--- src/rtl/telem_pkg.sv ---
// Shared telemetry link definitions: header bytes, packet length and the packet-layer state
// encoding used by the transmitter, the receiver and the benches.
package telem_pkg;

  localparam logic [7:0]  TELEM_HDR1    = 8'hAA;
  localparam logic [7:0]  TELEM_HDR2    = 8'h55;
  localparam int unsigned TELEM_PKT_LEN = 8;

  typedef enum logic [2:0] {HDR1, HDR2, VH, VL, CH, CL, TH, TL} telem_state_t;

  typedef enum logic [1:0] {RxIdle, RxStart, RxData, RxStop} uart_state_t;

  // High bytes of each 12-bit field carry data only in their low nibble.
  function automatic logic is_hi_byte(telem_state_t s);
    return (s == VH) || (s == CH) || (s == TH);
  endfunction

endpackage

--- src/rtl/telemetry_rcv_if.sv ---
// Serial input and decoded telemetry outputs of the receiver. The master side drives the line
// and observes results; the slave side is the receiver itself.
interface telemetry_rcv_if;

  logic        RX;
  logic [11:0] batt_v;
  logic [11:0] avg_curr;
  logic [11:0] avg_torque;
  logic        pkt_vld;
  logic        pkt_err;

  modport master (
    output RX,
    input  batt_v,
    input  avg_curr,
    input  avg_torque,
    input  pkt_vld,
    input  pkt_err
  );

  modport slave (
    input  RX,
    output batt_v,
    output avg_curr,
    output avg_torque,
    output pkt_vld,
    output pkt_err
  );

endinterface

--- src/rtl/telem_uart_rx.sv ---
// 8N1 byte receiver: synchronises the line, times bit centres from the start edge and
// reports each byte with a one-cycle byte_rdy, or a bad stop bit with frm_err.
module telem_uart_rx
  import telem_pkg::*;
#(
  parameter int unsigned BAUD_DIV = 2604
) (
  input  logic       clk,
  input  logic       rst,
  input  logic       rx,
  output logic [7:0] data,
  output logic       byte_rdy,
  output logic       frm_err
);

  localparam int unsigned CntW = $clog2(BAUD_DIV);
  localparam logic [CntW-1:0] HalfM1 = CntW'(BAUD_DIV / 2 - 1);
  localparam logic [CntW-1:0] FullM1 = CntW'(BAUD_DIV - 1);

  uart_state_t     state_q;
  logic            rx_meta_q;
  logic            rx_sync_q;
  logic            rx_prev_q;
  logic [CntW-1:0] cnt_q;
  logic [2:0]      bit_idx_q;
  logic [7:0]      shift_q;

  always_ff @(posedge clk or posedge rst) begin
    if (rst) begin
      state_q   <= RxIdle;
      rx_meta_q <= 1'b1;
      rx_sync_q <= 1'b1;
      rx_prev_q <= 1'b1;
      cnt_q     <= '0;
      bit_idx_q <= '0;
      shift_q   <= '0;
      data      <= '0;
      byte_rdy  <= 1'b0;
      frm_err   <= 1'b0;
    end else begin
      rx_meta_q <= rx;
      rx_sync_q <= rx_meta_q;
      rx_prev_q <= rx_sync_q;
      byte_rdy  <= 1'b0;
      frm_err   <= 1'b0;
      unique case (state_q)
        RxIdle: begin
          if (rx_prev_q && !rx_sync_q) begin
            state_q <= RxStart;
            cnt_q   <= '0;
          end
        end
        RxStart: begin
          if (cnt_q == HalfM1) begin
            cnt_q <= '0;
            // A line back high at mid-start was a glitch, not a frame.
            if (rx_sync_q) begin
              state_q <= RxIdle;
            end else begin
              state_q   <= RxData;
              bit_idx_q <= '0;
            end
          end else begin
            cnt_q <= cnt_q + 1'b1;
          end
        end
        RxData: begin
          if (cnt_q == FullM1) begin
            cnt_q     <= '0;
            shift_q   <= {rx_sync_q, shift_q[7:1]};
            bit_idx_q <= bit_idx_q + 3'd1;
            if (bit_idx_q == 3'd7) begin
              state_q <= RxStop;
            end
          end else begin
            cnt_q <= cnt_q + 1'b1;
          end
        end
        RxStop: begin
          if (cnt_q == FullM1) begin
            cnt_q   <= '0;
            state_q <= RxIdle;
            if (rx_sync_q) begin
              byte_rdy <= 1'b1;
              data     <= shift_q;
            end else begin
              frm_err <= 1'b1;
            end
          end else begin
            cnt_q <= cnt_q + 1'b1;
          end
        end
        default: state_q <= RxIdle;
      endcase
    end
  end

endmodule

--- src/rtl/telemetry_rcv.sv ---
// Telemetry link receiver: rebuilds {AA,55,Vh,Vl,Ch,Cl,Th,Tl} packets from the UART byte stream
// and publishes the three 12-bit fields atomically with a pkt_vld strobe.
module telemetry_rcv
  import telem_pkg::*;
#(
  parameter int unsigned BAUD_DIV = 2604,
  parameter int unsigned TO_BITS  = 20
) (
  input  logic            clk,
  input  logic            rst,
  telemetry_rcv_if.slave  bus
);

  localparam int unsigned GapLimit = TO_BITS * BAUD_DIV;
  localparam int unsigned GapW     = $clog2(GapLimit + 1);

  logic [1:0]      rst_sync_q;
  logic            rst_int;
  logic [7:0]      rx_byte;
  logic            byte_rdy;
  logic            frm_err;
  logic [GapW-1:0] gap_q;
  logic            timeout;

  telem_state_t state_q;
  logic [3:0]   v_hi_q;
  logic [7:0]   v_lo_q;
  logic [3:0]   c_hi_q;
  logic [7:0]   c_lo_q;
  logic [3:0]   t_hi_q;
  logic [11:0]  batt_v_q;
  logic [11:0]  avg_curr_q;
  logic [11:0]  avg_torque_q;
  logic         pkt_vld_q;
  logic         pkt_err_q;

  // Reset asserts immediately but releases on a clock edge.
  always_ff @(posedge clk or posedge rst) begin
    if (rst) begin
      rst_sync_q <= 2'b11;
    end else begin
      rst_sync_q <= {rst_sync_q[0], 1'b0};
    end
  end

  assign rst_int = rst_sync_q[1];

  telem_uart_rx #(
    .BAUD_DIV (BAUD_DIV)
  ) u_uart_rx (
    .clk      (clk),
    .rst      (rst_int),
    .rx       (bus.RX),
    .data     (rx_byte),
    .byte_rdy (byte_rdy),
    .frm_err  (frm_err)
  );

  // Saturating inter-byte gap counter; cleared by every received byte.
  always_ff @(posedge clk or posedge rst_int) begin
    if (rst_int) begin
      gap_q <= '0;
    end else if (byte_rdy) begin
      gap_q <= '0;
    end else if (gap_q != GapW'(GapLimit)) begin
      gap_q <= gap_q + 1'b1;
    end
  end

  assign timeout = (gap_q == GapW'(GapLimit)) && (state_q != HDR1) && (state_q != HDR2);

  always_ff @(posedge clk or posedge rst_int) begin
    if (rst_int) begin
      state_q      <= HDR1;
      v_hi_q       <= '0;
      v_lo_q       <= '0;
      c_hi_q       <= '0;
      c_lo_q       <= '0;
      t_hi_q       <= '0;
      batt_v_q     <= '0;
      avg_curr_q   <= '0;
      avg_torque_q <= '0;
      pkt_vld_q    <= 1'b0;
      pkt_err_q    <= 1'b0;
    end else begin
      pkt_vld_q <= 1'b0;
      pkt_err_q <= 1'b0;
      if (byte_rdy) begin
        if (is_hi_byte(state_q) && (rx_byte[7:4] != 4'h0)) begin
          pkt_err_q <= 1'b1;
          state_q   <= HDR1;
        end else begin
          unique case (state_q)
            HDR1: begin
              if (rx_byte == TELEM_HDR1) state_q <= HDR2;
            end
            HDR2: begin
              if (rx_byte == TELEM_HDR2) begin
                state_q <= VH;
              end else if (rx_byte != TELEM_HDR1) begin
                state_q <= HDR1;
              end
            end
            VH: begin
              v_hi_q  <= rx_byte[3:0];
              state_q <= VL;
            end
            VL: begin
              v_lo_q  <= rx_byte;
              state_q <= CH;
            end
            CH: begin
              c_hi_q  <= rx_byte[3:0];
              state_q <= CL;
            end
            CL: begin
              c_lo_q  <= rx_byte;
              state_q <= TH;
            end
            TH: begin
              t_hi_q  <= rx_byte[3:0];
              state_q <= TL;
            end
            TL: begin
              batt_v_q     <= {v_hi_q, v_lo_q};
              avg_curr_q   <= {c_hi_q, c_lo_q};
              avg_torque_q <= {t_hi_q, rx_byte};
              pkt_vld_q    <= 1'b1;
              state_q      <= HDR1;
            end
            default: state_q <= HDR1;
          endcase
        end
      end else if (frm_err || timeout) begin
        // While still hunting for the header a broken frame is not a lost packet.
        pkt_err_q <= (state_q != HDR1) && (state_q != HDR2);
        state_q   <= HDR1;
      end
    end
  end

  assign bus.batt_v     = batt_v_q;
  assign bus.avg_curr   = avg_curr_q;
  assign bus.avg_torque = avg_torque_q;
  assign bus.pkt_vld    = pkt_vld_q;
  assign bus.pkt_err    = pkt_err_q;

endmodule

--- src/flat_wrapper.sv ---
// flat-port wrapper written by rule: the top's interface ports become plain ports
module telemetry_rcv_flat import telem_pkg::*;
#(
  parameter int unsigned BAUD_DIV = 2604,
  parameter int unsigned TO_BITS  = 20
)
  (clk, rst, bus_RX, bus_batt_v, bus_avg_curr, bus_avg_torque, bus_pkt_vld, bus_pkt_err);
  telemetry_rcv_if bus_i ();
  input  logic clk;
  input  logic rst;
  input wire logic [$bits(bus_i.RX)-1:0] bus_RX;
  output wire logic [$bits(bus_i.batt_v)-1:0] bus_batt_v;
  output wire logic [$bits(bus_i.avg_curr)-1:0] bus_avg_curr;
  output wire logic [$bits(bus_i.avg_torque)-1:0] bus_avg_torque;
  output wire logic [$bits(bus_i.pkt_vld)-1:0] bus_pkt_vld;
  output wire logic [$bits(bus_i.pkt_err)-1:0] bus_pkt_err;
  assign bus_i.RX = bus_RX;
  assign bus_batt_v = bus_i.batt_v;
  assign bus_avg_curr = bus_i.avg_curr;
  assign bus_avg_torque = bus_i.avg_torque;
  assign bus_pkt_vld = bus_i.pkt_vld;
  assign bus_pkt_err = bus_i.pkt_err;
  telemetry_rcv #(.BAUD_DIV(BAUD_DIV), .TO_BITS(TO_BITS)) u_core (.clk(clk), .rst(rst), .bus(bus_i));
endmodule
--- config.mk ---
export PLATFORM = sky130hd
export DESIGN_NAME = telemetry_rcv_flat
export DESIGN_NICKNAME = d
export VERILOG_FILES = /design/src/rtl/telem_pkg.sv /design/src/rtl/telemetry_rcv_if.sv /design/src/rtl/telem_uart_rx.sv /design/src/rtl/telemetry_rcv.sv /design/src/flat_wrapper.sv
export SDC_FILE = /design/constraint.sdc
export NUM_CORES = 1
export LEC_CHECK = 0
export BUFFER_PORTS_ARGS = -buffer_cell sky130_fd_sc_hd__buf_2
export CORE_AREA = 10 10 104 106
export DETAILED_ROUTE_END_ITERATION = 8
export DIE_AREA = 0 0 114 116
export HOLD_SLACK_MARGIN = 0.02
export PLACE_DENSITY = 0.82
export SETUP_SLACK_MARGIN = 0.5
export SYNTH_ARGS = -nofsm -noshare
export SYNTH_HDL_FRONTEND = slang
export SYNTH_HIERARCHICAL = 1
export SYNTH_SLANG_ARGS = --single-unit
--- constraint.sdc ---
create_clock -name clk -period 4.11 [get_ports clk]
set_clock_uncertainty 0.05 [all_clocks]
set_input_delay 0.6165 -clock clk [delete_from_list [all_inputs] [get_ports clk]]
set_output_delay 0.6165 -clock clk [all_outputs]
set_load 0.01 [all_outputs]
# Word level (Yosys, flattened, before mapping)
# Index checks and enable logic that the tools add are counted.
word_totals:
  wordCells: 118
  input_bits: 3
  regBits: 125
op_classes:
  n_addsub: 3
  n_reduce_logical: 28
  n_eq_ne: 27
  bitwise_logic: 1
  muxes: 36
op_table:
  columns: ["operator", "count"]
  rows:
  - ["$mux 12", 3]
  - ["$pmux 12 s3", 1]
  - ["$mux 16", 2]
  - ["$mux 3", 9]
  - ["$pmux 3 s8", 1]
  - ["$reduce_and 3->1", 8]
  - ["$add 16x1->16 const B", 1]
  - ["$eq 16x16->1 const B", 1]
  - ["$ne 16x16->1 const B", 1]
  - ["$eq 3x3->1 const B", 5]
  - ["$add 12x1->12 const B", 1]
  - ["$eq 12x11->1 const B", 1]
  - ["$eq 12x12->1 const B", 1]
  - ["$mux 1", 12]
  - ["$mux 2", 6]
  - ["$ne 2x2->1 const B", 6]
  - ["$eq 8x7->1 const B", 1]
  - ["$eq 8x8->1 const B", 1]
  - ["$ne 8x8->1 const B", 1]
  - ["$pmux 2 s4", 1]
  - ["$eq 3x2->1 const B", 2]
  - ["$pmux 3 s2", 1]
  - ["$reduce_bool 2->1", 3]
  - ["$logic_and 1x1->1", 5]
  - ["other kinds (18)", 21]

# Logic depth before layout (Yosys ltp)
logic_depth:
  word_depth: 6
  depth_mapped: 7

# By module
# The synthesis kept the hierarchy.
modules_own_cells:
  columns: ["module", "cells_each", "area_per_inst_um2", "instances", "seq_area_each_um2"]
  rows:
  - ["telemetry_rcv", 338, 3574.7, 1, 2179.6]
  - ["telem_uart_rx", 170, 1849.3, 1, 954.7]

# Least setup slack after synthesis
# Ideal clock, no wire load.
synth_timing:
  kind: "register to register"
  startpoint: "register u_core.gap_q[10]"
  endpoint: "register u_core.state_q[2]"
  setup_time_ps: 139
  path_stages_with_launch: 6
  n_path_buf: 1
  required_time_ps: 3921
  t_arrival_ps: 1721
  slack_ps: 2200
  cell_sequence: "dfrtp_1 > or4_1 > or4_1 > buf_2 > a21oi_2 > a31oi_1"
synth_between:
  elab_chain_len: 6
synth_lines:
  columns: ["element", "line", "source"]
  rows:
  - ["start, declared", "telemetry_rcv.sv:22", "logic [GapW-1:0] gap_q;"]
  - ["start signal, assigned", "telemetry_rcv.sv:66", "gap_q <= gap_q + 1'b1;"]
  - ["$eq 16x16->1", "telemetry_rcv.sv:70", "assign timeout = (gap_q == GapW'(GapLimit)) && (state_q != HDR1) && (state_q != HDR2);"]
  - ["$logic_and 1x1->1 (2 in series)", "telemetry_rcv.sv:70", null]
  - ["$logic_or 1x1->1", "telemetry_rcv.sv:134", "end else if (frm_err || timeout) begin"]
  - ["$reduce_bool 2->1 (no source line)", null, null]
  - ["$reduce_and 3->1 (no source line)", null, null]
  - ["end signal, assigned", "telemetry_rcv.sv:74", "state_q <= HDR1;"]
  - ["end signal, assigned", "telemetry_rcv.sv:131", "default: state_q <= HDR1;"]
  - ["end signal, assigned", "telemetry_rcv.sv:137", "state_q <= HDR1;"]
  - ["end, declared", "telemetry_rcv.sv:25", "telem_state_t state_q;"]
# No other way between the ends.
# A chain may end at the register's enable or synchronous reset.

# Worst setup path after layout
layout_timing:
  startpoint: "register u_core.u_uart_rx.cnt_q[0]"
  endpoint: "register u_core.u_uart_rx.bit_idx_q[1]"
layout_between:
  elab_chain_len: 3
  elab_cells_between_ends: 5
  cone_classes: "eq/ne: 4; reduce/logical: 1"
layout_lines:
  columns: ["element", "line", "source"]
  rows:
  - ["start, declared", "telem_uart_rx.sv:24", "logic [CntW-1:0] cnt_q;"]
  - ["start signal, assigned", "telem_uart_rx.sv:64", "cnt_q <= cnt_q + 1'b1;"]
  - ["start signal, assigned", "telem_uart_rx.sv:76", "cnt_q <= cnt_q + 1'b1;"]
  - ["start signal, assigned", "telem_uart_rx.sv:90", "cnt_q <= cnt_q + 1'b1;"]
  - ["$eq 12x12->1 or $eq 12x11->1 (tied branches)", "telem_uart_rx.sv:68, telem_uart_rx.sv:54", null]
  - ["$ne 2x2->1 (no source line)", null, null]
  - ["$reduce_and 4->1 (no source line) (*)", null, null]
  - ["end signal, assigned", "telem_uart_rx.sv:71", "bit_idx_q <= bit_idx_q + 3'd1;"]
  - ["end, declared", "telem_uart_rx.sv:25", "logic [2:0] bit_idx_q;"]
# Mark *: on every way between the ends. The rest lies on a longest branch, timed or not.

==> flow_summary.ini <==
[outcome]
outcome = finished, final reports clean

[grt]
grt_remaining_overflow = 0
grt_pass1_wl_um = 19200
grt_pass1_vias = 3963
grtUsageTotal_pct = 17.9
antenna_found_initial = 0
grt_max_degree = 62

[synthesis]
seq_area_frac_synth_pct = 57.8
syn-num-nets = 517
synthCells = 508
synthFlopType = dfrtp_1
netlist_area_sq_um = 5420
syn_avg_cell_area_sq_um = 10.7
synth_top_area_cell = dfrtp_1
synth_top_area_share_pct = 55.4
synth_edf_count = 0
synth_warnings = 6
ys_types = 56
async_reset_ff_share_pct = 100
synth_area_leaders = dfrtp_1 55%, nand2_1 9.6%, mux2_2 9.1%
ys_ff_latch = 125

[pwr]
p_sw_uw = 791
clkPwrFrac_pct = 48.0
vdd_drop_max_v = 0.000308
power.density_nw_per_um2 = 475
seqPwrFrac_pct = 44.3
totalPowerFinal_uw = 2980
p_sw_share_pct = 26.5
comb_power_share_pct = 7.7
power_leakage_uw = 0.00328
p_int_uw = 2190

[die]
io_pins = 41
fp.dieArea_sq_um = 13200
num_rows = 34
die_x_um = 114
core_sq_um = 8680
dieHeight_um = 116
start_util_pct = 62.5

[placement]
gp_congestion = 0.866
place_hpwl_um = 7100
dp.cells = 639
port-buffer-count = 40
dpl_cell_area_sq_um = 5700

[timing]
slew_headroom_pct = 30.9
finalHoldWorstSlack_ns = 0.0588
fin_crit_ns = 2.26
setup_tns_ns = 0
period_share_pct = 55.0
drv_slew = 0
hold_viol = 0
rsz0062_at_grt = no
setup_viol = 0
fmax_mhz = 442
worstMarginPinSlew_ns = 1.04

[routing]
wl_per_cell_um = 16.7
ant_nets = 0
num_vias = 3860
first_iter_violations = 237
remaining_drc_errors = 0
wl_um = 11200
firstDrtPassIters = 4
vias_per_cell = 5.75

[clock_tree]
path_clk_slew_ns = 0.07
cts_tree = built
ctsHoldBuffers = 0
cts_buffer_depth = 2
clock_sinks = 125
cts_resized = 0
cts-buffers-inserted = 17
cts_root_buffer = clkbuf_8
worstSkewPairLatency_ns = 0.51
cts_max_level = 4
cts_setup_buffers = 0

[setup_path]
cp.arrival_ns = 2.64
slowest_delay_ns = 0.52
critPathLaunchType = flop
path_class = flop to flop
reg2reg_slack_ns = 1.85
crit_path_end_kind = flop
path_max_fanout = 11
crit_family = simple AND/OR/NAND/NOR gates
cp.required_ns = 4.49
cp_slowest_cell = nand4_1
crit_chain = ha_1 > nor4b_2 > nand4_1 > a21oi_2 > mux2i_1
crit_buf_inv = 0

[layout]
fin_area_sq_um = 6280
syn_to_final_growth_pct = 15.8
nNetsFinal = 559
instances_no_fill = 671
layout_common_cells = 138 x nand2_1, 120 x dfrtp_1, 44 x mux2_2
final_common_cell = nand2_1
num_antenna_cells = 0
final_layout_size_suffix_gt1_share_pct = 24.2

[min_path]
hp-class = input port to async pin

[job]
maxCapViolations = 0
[cell usage after synthesis (5+ instances only)]
cell type / count
nand4_1: 7
nor2_1: 24
clkbuf_1: 15
and3_1: 7
o22ai_1: 6
mux2i_1: 5
dfrtp_1: 120
nand2_1: 138
mux2_2: 44
nand3_1: 11
ha_1: 6
inv_1: 15
xor2_1: 5
nor3_1: 5
o21ai_0: 10
a21oi_1: 7
nor2b_1: 7
dfstp_2: 5
xnor2_1: 6
[sequential cells by signal, summed over array words and instances (netlist names), 2 cells and up, named ones only]
signal,cells
u_core/u_uart_rx/data,8
u_core/u_uart_rx/cnt_q,12
u_core/rst_sync_q,2
u_core/bus.avg_torque,12
u_core/v_hi_q,4
u_core/c_lo_q,8
u_core/bus.avg_curr,12
u_core/t_hi_q,4
u_core/u_uart_rx/shift_q,8
u_core/c_hi_q,4
u_core/gap_q,16
u_core/state_q,3
u_core/u_uart_rx/bit_idx_q,3
u_core/v_lo_q,8
u_core/bus.batt_v,12
[worst reg2reg max path, stage by stage, from the launching register on]
cell	delay [ns]
dfrtp_1	0.44
ha_1	0.25
nor4b_2	0.33
nand4_1	0.52
a21oi_2	0.40
mux2i_1	0.21
[final cells by class]
class                      count  area [sq um]
sequential                   125          3130
fill                         621          2400
timing repair buffer          45           238
inverter                      16          61.3
tap                          108           135
multi-input combinational    345          2130
clock inverter                14           150
clock buffer                  18           428
[logic make-up (layout without fill, tap and decap cells)]
family | Yosys count | after routing | synth area share, %
and+or+nand+nor | 232 | 232 | 20.1
DFF | 125 | 125 | 57.8
muxes | 49 | 49 | 10.1
AOI/OAI and AO/OA | 46 | 46 | 5.95
buffers and inverters | 38 | 93 | 2.88
xor gates and xnor gates | 11 | 11 | 1.78
adders and majority gates | 6 | 6 | 1.38
other | 1 | 1 | 0.0691
[power by group through the flow]
stage	sequential (uW)	combinational [uW]	clock (uW)
2_1_floorplan	1310	192	0
3_3_place_gp	1340	212	0
6_report	1320	229	1430
4_1_cts	1320	228	1460
3_5_place_dp	1340	224	0
5_1_grt	1330	259	1520
[stage by stage]
step / utilization [%] / worst slack [ns]
2_1_floorplan: - / 1.52
3_3_place_gp: 65.7 / 2.01
3_5_place_dp: 65.7 / 1.90
4_1_cts: 72.4 / 1.87
5_1_grt: 72.4 / 1.70
6_report: 72.4 / 1.85
[metal layers]
layer,share of wire (%),global-route usage (%),vias to the layer above,wire [um]
met5,0,0,-,0
met2,51,29.8,99,5740
met1,43,21.7,1929,4810
met4,0.97,7.85,0,109
met3,4.9,4.60,11,553
li1,-,-,1821,-
[final timing paths]
check                                      startpoint                             to  depth (start not counted)
setup reg to reg            u_core/u_uart_rx/cnt_q[0]  u_core/u_uart_rx/bit_idx_q[1]                          5
setup / recovery            u_core/u_uart_rx/cnt_q[0]  u_core/u_uart_rx/bit_idx_q[1]                          5
hold reg to reg            u_core/u_uart_rx/rx_meta_q     u_core/u_uart_rx/rx_sync_q                          0
max in group asynchronous        u_core/rst_sync_q[1]               u_core/v_lo_q[2]                          2
hold / removal                                    rst           u_core/rst_sync_q[0]                          2
min in group clk                               bus_RX     u_core/u_uart_rx/rx_meta_q                          1
(Power assumes the default switching activity.)
